<file path="src/rtl/vga_pkg.sv">
// rtl/vga_pkg.sv - shared VGA timing, framebuffer geometry and host command types
package vga_pkg;

    localparam int H_START = 48;
    localparam int V_START = 33;
    localparam int FB_W    = 160;
    localparam int FB_H    = 120;
    localparam int ADDR_W  = 15;
    localparam int COLOR_W = 8;
    localparam int CMD_W   = 1 + ADDR_W + COLOR_W;

    typedef struct packed {
        logic               we;
        logic [ADDR_W-1:0]  addr;
        logic [COLOR_W-1:0] wdata;
    } host_cmd_t;

    // y*160 + x as (y<<7) + (y<<5) + x, so no multiplier is needed
    function automatic logic [ADDR_W-1:0] fb_addr_160(input logic [7:0] x, input logic [6:0] y);
        logic [ADDR_W-1:0] ye;
        ye = {8'b0, y};
        return (ye << 7) + (ye << 5) + {7'b0, x};
    endfunction

endpackage

</file>
<file path="src/rtl/cmd_fifo.sv">
// rtl/cmd_fifo.sv - small power-of-two host command FIFO
module cmd_fifo #(
    parameter int DEPTH = 4,
    parameter int W     = 24
) (
    input  logic                   clk,
    input  logic                   rst,
    input  logic                   push,
    input  logic [W-1:0]           din,
    input  logic                   pop,
    output logic [W-1:0]           dout,
    output logic                   full,
    output logic                   empty,
    output logic [$clog2(DEPTH):0] count
);

    localparam int PW = $clog2(DEPTH);
    localparam logic [PW:0] DEPTH_CNT = (PW+1)'(DEPTH);

    logic [W-1:0]  mem [DEPTH];
    logic [PW-1:0] wr_ptr;
    logic [PW-1:0] rd_ptr;
    logic          push_ok;
    logic          pop_ok;

    assign push_ok = push && !full;
    assign pop_ok  = pop && !empty;
    assign full    = (count == DEPTH_CNT);
    assign empty   = (count == '0);
    assign dout    = mem[rd_ptr];

    // Entry storage needs no reset; only the pointers define validity
    always_ff @(posedge clk) begin
        if (push_ok) begin
            mem[wr_ptr] <= din;
        end
    end

    // Pointers wrap naturally because DEPTH is a power of two
    always_ff @(posedge clk or posedge rst) begin
        if (rst) begin
            wr_ptr <= '0;
            rd_ptr <= '0;
            count  <= '0;
        end else begin
            if (push_ok) wr_ptr <= wr_ptr + 1'b1;
            if (pop_ok)  rd_ptr <= rd_ptr + 1'b1;
            case ({push_ok, pop_ok})
                2'b10:   count <= count + 1'b1;
                2'b01:   count <= count - 1'b1;
                default: count <= count;
            endcase
        end
    end

endmodule

</file>
<file path="src/rtl/fb_arbiter.sv">
// rtl/fb_arbiter.sv - single-port framebuffer arbiter between VGA scan-out and host
module fb_arbiter #(
    parameter int H_START    = vga_pkg::H_START,
    parameter int V_START    = vga_pkg::V_START,
    parameter int FB_W       = vga_pkg::FB_W,
    parameter int FB_H       = vga_pkg::FB_H,
    parameter int FIFO_DEPTH = 4
) (
    input  logic                        clk,
    input  logic                        rst,
    input  logic [9:0]                  col,
    input  logic [9:0]                  row,
    output logic [vga_pkg::COLOR_W-1:0] color,
    input  logic                        host_valid,
    output logic                        host_ready,
    input  logic                        host_we,
    input  logic [vga_pkg::ADDR_W-1:0]  host_addr,
    input  logic [vga_pkg::COLOR_W-1:0] host_wdata,
    output logic [vga_pkg::COLOR_W-1:0] host_rdata,
    output logic                        host_rvalid,
    output logic                        mem_en,
    output logic                        mem_we,
    output logic [vga_pkg::ADDR_W-1:0]  mem_addr,
    output logic [vga_pkg::COLOR_W-1:0] mem_wdata,
    input  logic [vga_pkg::COLOR_W-1:0] mem_rdata
);

    import vga_pkg::*;

    localparam int CNT_W = $clog2(FIFO_DEPTH) + 1;

    logic [9:0]        col_q;
    logic              init_q;
    logic              disp_q;
    logic              rd_pend;
    logic [9:0]        hx;
    logic [9:0]        vy;
    logic [7:0]        x;
    logic [6:0]        y;
    logic              visible;
    logic              slot;
    logic [ADDR_W-1:0] disp_addr;
    host_cmd_t         head;
    logic              fifo_full;
    logic              fifo_empty;
    logic [CNT_W-1:0]  fifo_count;
    logic              push;
    logic              pop;

    assign hx      = col - 10'(H_START);
    assign vy      = row - 10'(V_START);
    assign x       = 8'(hx >> 2);
    assign y       = 7'(vy >> 2);
    assign visible = (col >= 10'(H_START)) && (hx < 10'(FB_W * 4)) &&
                     (row >= 10'(V_START)) && (vy < 10'(FB_H * 4));

    // init_q keeps memory quiet for the first cycle after reset release
    assign slot = visible && (col != col_q) && !init_q;

    generate
        if (FB_W == 160) begin : g_shift_add
            assign disp_addr = fb_addr_160(x, y);
        end else begin : g_mul
            assign disp_addr = ADDR_W'(y * FB_W + x);
        end
    endgenerate

    assign host_ready = (fifo_count != CNT_W'(FIFO_DEPTH));
    assign push       = host_valid && !fifo_full;
    assign pop        = !slot && !fifo_empty && !init_q;

    cmd_fifo #(
        .DEPTH (FIFO_DEPTH),
        .W     (CMD_W)
    ) u_cmd_fifo (
        .clk   (clk),
        .rst   (rst),
        .push  (push),
        .din   ({host_we, host_addr, host_wdata}),
        .pop   (pop),
        .dout  (head),
        .full  (fifo_full),
        .empty (fifo_empty),
        .count (fifo_count)
    );

    // Display read wins the port; otherwise the FIFO head goes out
    always_comb begin
        mem_en    = 1'b0;
        mem_we    = 1'b0;
        mem_addr  = '0;
        mem_wdata = '0;
        if (slot) begin
            mem_en   = 1'b1;
            mem_addr = disp_addr;
        end else if (pop) begin
            mem_en    = 1'b1;
            mem_we    = head.we;
            mem_addr  = head.addr;
            mem_wdata = head.wdata;
        end
    end

    // Scan history, read-return tracking and the held pixel colour
    always_ff @(posedge clk or posedge rst) begin
        if (rst) begin
            col_q   <= '0;
            init_q  <= 1'b1;
            disp_q  <= 1'b0;
            rd_pend <= 1'b0;
            color   <= '0;
        end else begin
            col_q   <= col;
            init_q  <= 1'b0;
            disp_q  <= slot;
            rd_pend <= pop && !head.we;
            if (disp_q) begin
                color <= mem_rdata;
            end
        end
    end

    assign host_rvalid = rd_pend;
    assign host_rdata  = mem_rdata;

endmodule
</file>
<file path="config.mk">
export PLATFORM = sky130hd
export DESIGN_NAME = fb_arbiter
export DESIGN_NICKNAME = d
export VERILOG_FILES = /design/src/rtl/vga_pkg.sv /design/src/rtl/cmd_fifo.sv /design/src/rtl/fb_arbiter.sv
export SDC_FILE = /design/constraint.sdc
export NUM_CORES = 1
export LEC_CHECK = 0
export ABC_CLOCK_PERIOD_IN_PS = 6300
export BUFFER_PORTS_ARGS = -buffer_cell sky130_fd_sc_hd__buf_2
export CORE_ASPECT_RATIO = 0.7
export CORE_MARGIN = 2
export CORE_UTILIZATION = 56
export DETAILED_ROUTE_END_ITERATION = 16
export MAX_ROUTING_LAYER = met4
export PLACE_DENSITY_LB_ADDON = 0.15
export RECOVER_POWER = 100
export SYNTH_ARGS = -nofsm -noshare
export SYNTH_HDL_FRONTEND = slang
export SYNTH_SLANG_ARGS = --single-unit
</file>
<file path="constraint.sdc">
create_clock -name clk -period 6.3 [get_ports clk]
set_clock_uncertainty 0.05 [all_clocks]
set_input_delay 1.26 -clock clk [delete_from_list [all_inputs] [get_ports clk]]
set_output_delay 1.26 -clock clk [all_outputs]
set_load 0.02 [all_outputs]
</file>
==> summary.md <==
| Metric | Value |
|---|---|
| Status | `finished, violations left` |
| Failing checks | `max-capacitance violations, max-slew violations` |
| Max VDD drop | `0.000235 V` |
| First-pass GRT wire length | `17,000 µm` |
| Netlist cell types | `49` |
| Main area contributors after synthesis | `edfxtp_1 (51%), dfrtp_1 (12%), mux4_2 (9.5%)` |
| Post-route antenna net violation count | `0` |
| Share of layout cells above drive strength 1 | `18.2%` |
| Worst Max-Slew Pin Slew | `1.65 ns` |
| Total GRT Usage | `21.8%` |
| Pwr dens | `433 mW/mm²` |
| Fmax | `0.170 GHz` |
| Clock network power share | `31.7%` |
| Clock Path Buffers | `2` |
| CTS Hold Buffers Added | `0` |
| Nets@finish | `538` |
| CP max-delay cell | `nor4_1` |
| Row count | `30` |
| Post-CTS setup buffers | `0` |
| Sink Count | `124` |
| Die Wd | `124 µm` |
| Max-slew violations | `100` |
| Syn Nets | `437` |
| CTS Buf Count | `17` |
| Post-DP HPWL | `6940 µm` |
| Initial DRT Pass Iterations | `5` |
| Vias in the first global route | `3,292` |
| Grt total ovfl | `0` |
| Sequential cell area | `0.00359 mm²` |
| RePlAce Congestion | `0.818` |
| 1st-iter DRT viols | `209` |
| Max-Cap Viols | `4` |
| Routed WL per cell | `18.0 µm` |
| Final Non-Filler Cells | `601` |
| Period Utilization, post-route | `93.1%` |
| Largest area contributor in the netlist | `edfxtp_1` |
| ANT cells | `0` |
| CP Class | `in -> out` |
| Worst EP required | `4.99 ns` |
| Syn avg cell area | `15.8 µm²` |
| Fill cell count | `701` |
| Finish-stage setup viols | `0` |
| Tightest Hold Check Type | `reg -> reg` |
| EDFF count, synth | `96` |
| Setup TNS | `0 ns` |
| Critical Path Source | `col[4]` |
| WP data arrival | `4.56 ns` |
| Post-synthesis sequential area ratio | `63.0%` |
| Net Switching | `0.900 mW` |
| RSZ-0062 raised after global routing | `false` |
| Combinational share of power | `26.7%` |
| Worst path max stage delay | `0.85 ns` |
| Total power | `2.89 mW` |
| Drt drc | `0` |
| R2R Setup Slk | `3.22 ns` |
| Die area | `0.0110 mm²` |
| H-tree Lvls | `4` |
| Via count | `3,278` |
| Sequential share of power | `41.6%` |
| Core box area | `0.00980 mm²` |
| Place WS | `0.538 ns` |
| Reg2reg end | `u_cmd_fifo.count[2]$_DFFE_PP0P_` |
| Clock Tree Root | `clkbuf_16` |
| Synth Cell Area | `0.00569 mm²` |
| Area growth, synth to finish | `17.3%` |
| R2r worst-path depth | `11` |
| Reg2reg start | `u_cmd_fifo.count[0]$_DFFE_PP0P_` |
| Initial antenna violation count | `0` |
| Worst setup SP type | `input port` |
| Post-cts sizing count | `0` |
| Switching Fraction | `31.1%` |
| Final wirelength | `10,800 µm` |
| Leak | `2.45 nW` |
| Critical Path End | `mem_addr[4]` |
| Synth top area share | `50.7%` |
| Cell internal pwr | `1.99 mW` |
| Clock transition at path regs | `0.05 ns` |
| Synthesized instance count | `360` |
| Die Height | `88.3 µm` |
| Tmin final | `5.87 ns` |
| CP dominant cell by count | `clkbuf_1` |
| Initial core utilization | `58.1%` |
| CTS tree | `yes` |
| Crit path capture type | `output port` |
| Leading cell types in the layout, fill and taps excluded | `edfxtp_1 (96), clkbuf_1 (85), dfrtp_1 (26)` |
| DP Cell Count | `570` |
| Largest net degree at the start of global routing | `29` |
| Post-synthesis register bit count | `124` |
| Multi-input gate area | `0.00188 mm²` |
| Port Buffers | `97` |
| Max-slew headroom | `-9.98%` |
| Final hold viol count | `0` |
| Clk_lat worst skew | `0.41 ns` |
| Yosys warning count | `0` |
| Worst Slack Setup Final | `0.434 ns` |
| Boundary Pins | `98` |
| Crit-path max FO | `13` |
| Leading cell type in the layout, fill and taps excluded | `edfxtp_1` |
| Synth async-reset ratio | `22.6%` |
| Vias/cell | `5.45` |
| Top FF cell, synth | `edfxtp_1` |
| Cell Chain, Critical Path | `clkbuf_1 -> ha_1 -> nor2_1 -> a2111oi_0 -> a221oi_1 -> nor4_1 -> clkbuf_1 -> mux2i_1 -> clkbuf_1` |
## worst max-delay path, delay by kind of cell
family	cells	cell delay, ns
and+or+nand+nor	2	0.91
buffers and inverters	3	1.20
AOI/OAI and AO/OA	2	0.57
muxes	1	0.34
adders and majority gates	1	0.27
## cells by family after synthesis
| logic type | share of synthesized area, % |
|---|---|
| AOI/OAI and AO/OA | 3.32 |
| xor gates and xnor gates | 4.47 |
| adders and majority gates | 5.24 |
| buffers and inverters | 3.65 |
| DFF | 63.0 |
| muxes | 13.7 |
| other | 0.0659 |
| and+or+nand+nor | 6.51 |
## stage by stage
stage / instance area, µm² / utilization [%] / hold slack, ns
after detailed placement: 6260 / 63.9 / 0.440
final: 6670 / 68.1 / 0.452
after CTS: 6810 / 69.5 / 0.452
after global placement: 6260 / 63.9 / 0.435
after global routing: 6670 / 68.1 / 0.460
after floorplan: 5690 / - / 0.415
## sequential cells by signal, summed over array words and instances, names as in the netlist
name               count
u_cmd_fifo.rd_ptr      2
color                  8
host_rvalid            1
u_cmd_fifo.wr_ptr      2
u_cmd_fifo.count       3
u_cmd_fifo.mem        96
disp_q                 1
col_q                 10
init_q                 1
## how the worst min path moves through the flow
stage / start / to / slack (ns) / cells past startpoint
2_1_floorplan: u_cmd_fifo.count[2]$_DFFE_PP0P_ / u_cmd_fifo.count[2]$_DFFE_PP0P_ / 0.41 / 1
3_3_place_gp: color[3]$_DFFE_PP0P_ / color[3]$_DFFE_PP0P_ / 0.43 / 1
4_1_cts: color[6]$_DFFE_PP0P_ / color[6]$_DFFE_PP0P_ / 0.45 / 1
5_1_grt: color[6]$_DFFE_PP0P_ / color[6]$_DFFE_PP0P_ / 0.46 / 1
3_5_place_dp: color[6]$_DFFE_PP0P_ / color[6]$_DFFE_PP0P_ / 0.44 / 1
6_report: color[6]$_DFFE_PP0P_ / color[6]$_DFFE_PP0P_ / 0.45 / 1
## layout make-up
type                    count  area share (%)
clock buffers              19            6.49
multi-input cells         194            28.2
inverters                  21            1.18
repair buffers            103            6.17
flip-flops and latches    124            53.7
well taps                 128            2.40
clock inverters            12            1.84
## synthesized netlist by cell type, types with 2 or more instances
library cell and instances:
a211oi_1 2, a21oi_1 2, and3_1 5, buf_2 3, buf_4 10, clkbuf_1 6, dfrtp_1 27, edfxtp_1 96
fa_1 3, ha_1 19, inv_1 21, mux2_2 8, mux2i_1 15, mux4_2 24, nand2_1 18, nand3_1 3
nand4_1 2, nor2_1 12, nor2b_1 9, nor3_1 6, nor4_1 5, o211ai_1 2, o21a_1 2, o21ai_0 5
o31ai_1 3, or3_1 2, xnor2_1 18, xor2_1 11
## power by group through the flow
stage / clock network, mW / registers, mW / logic (mW)
after detailed placement: 0 / 1.21 / 0.806
final: 0.916 / 1.20 / 0.771
after floorplan: 0 / 1.13 / 0.629
after global routing: 0.971 / 1.23 / 0.841
after global placement: 0 / 1.20 / 0.792
after CTS: 0.935 / 1.20 / 0.811
## routing by layer
| metal | up-vias | wire length, µm | global-route usage (%) |
|---|---|---|---|
| met5 | - | 0 | - |
| li1 | 1554 | - | - |
| met2 | 115 | 4880 | 32.6 |
| met1 | 1601 | 5200 | 28.6 |
| met3 | 8 | 662 | 7.44 |
| met4 | 0 | 97 | 7.35 |
Note: power is estimated with default switching activity, not from simulation.
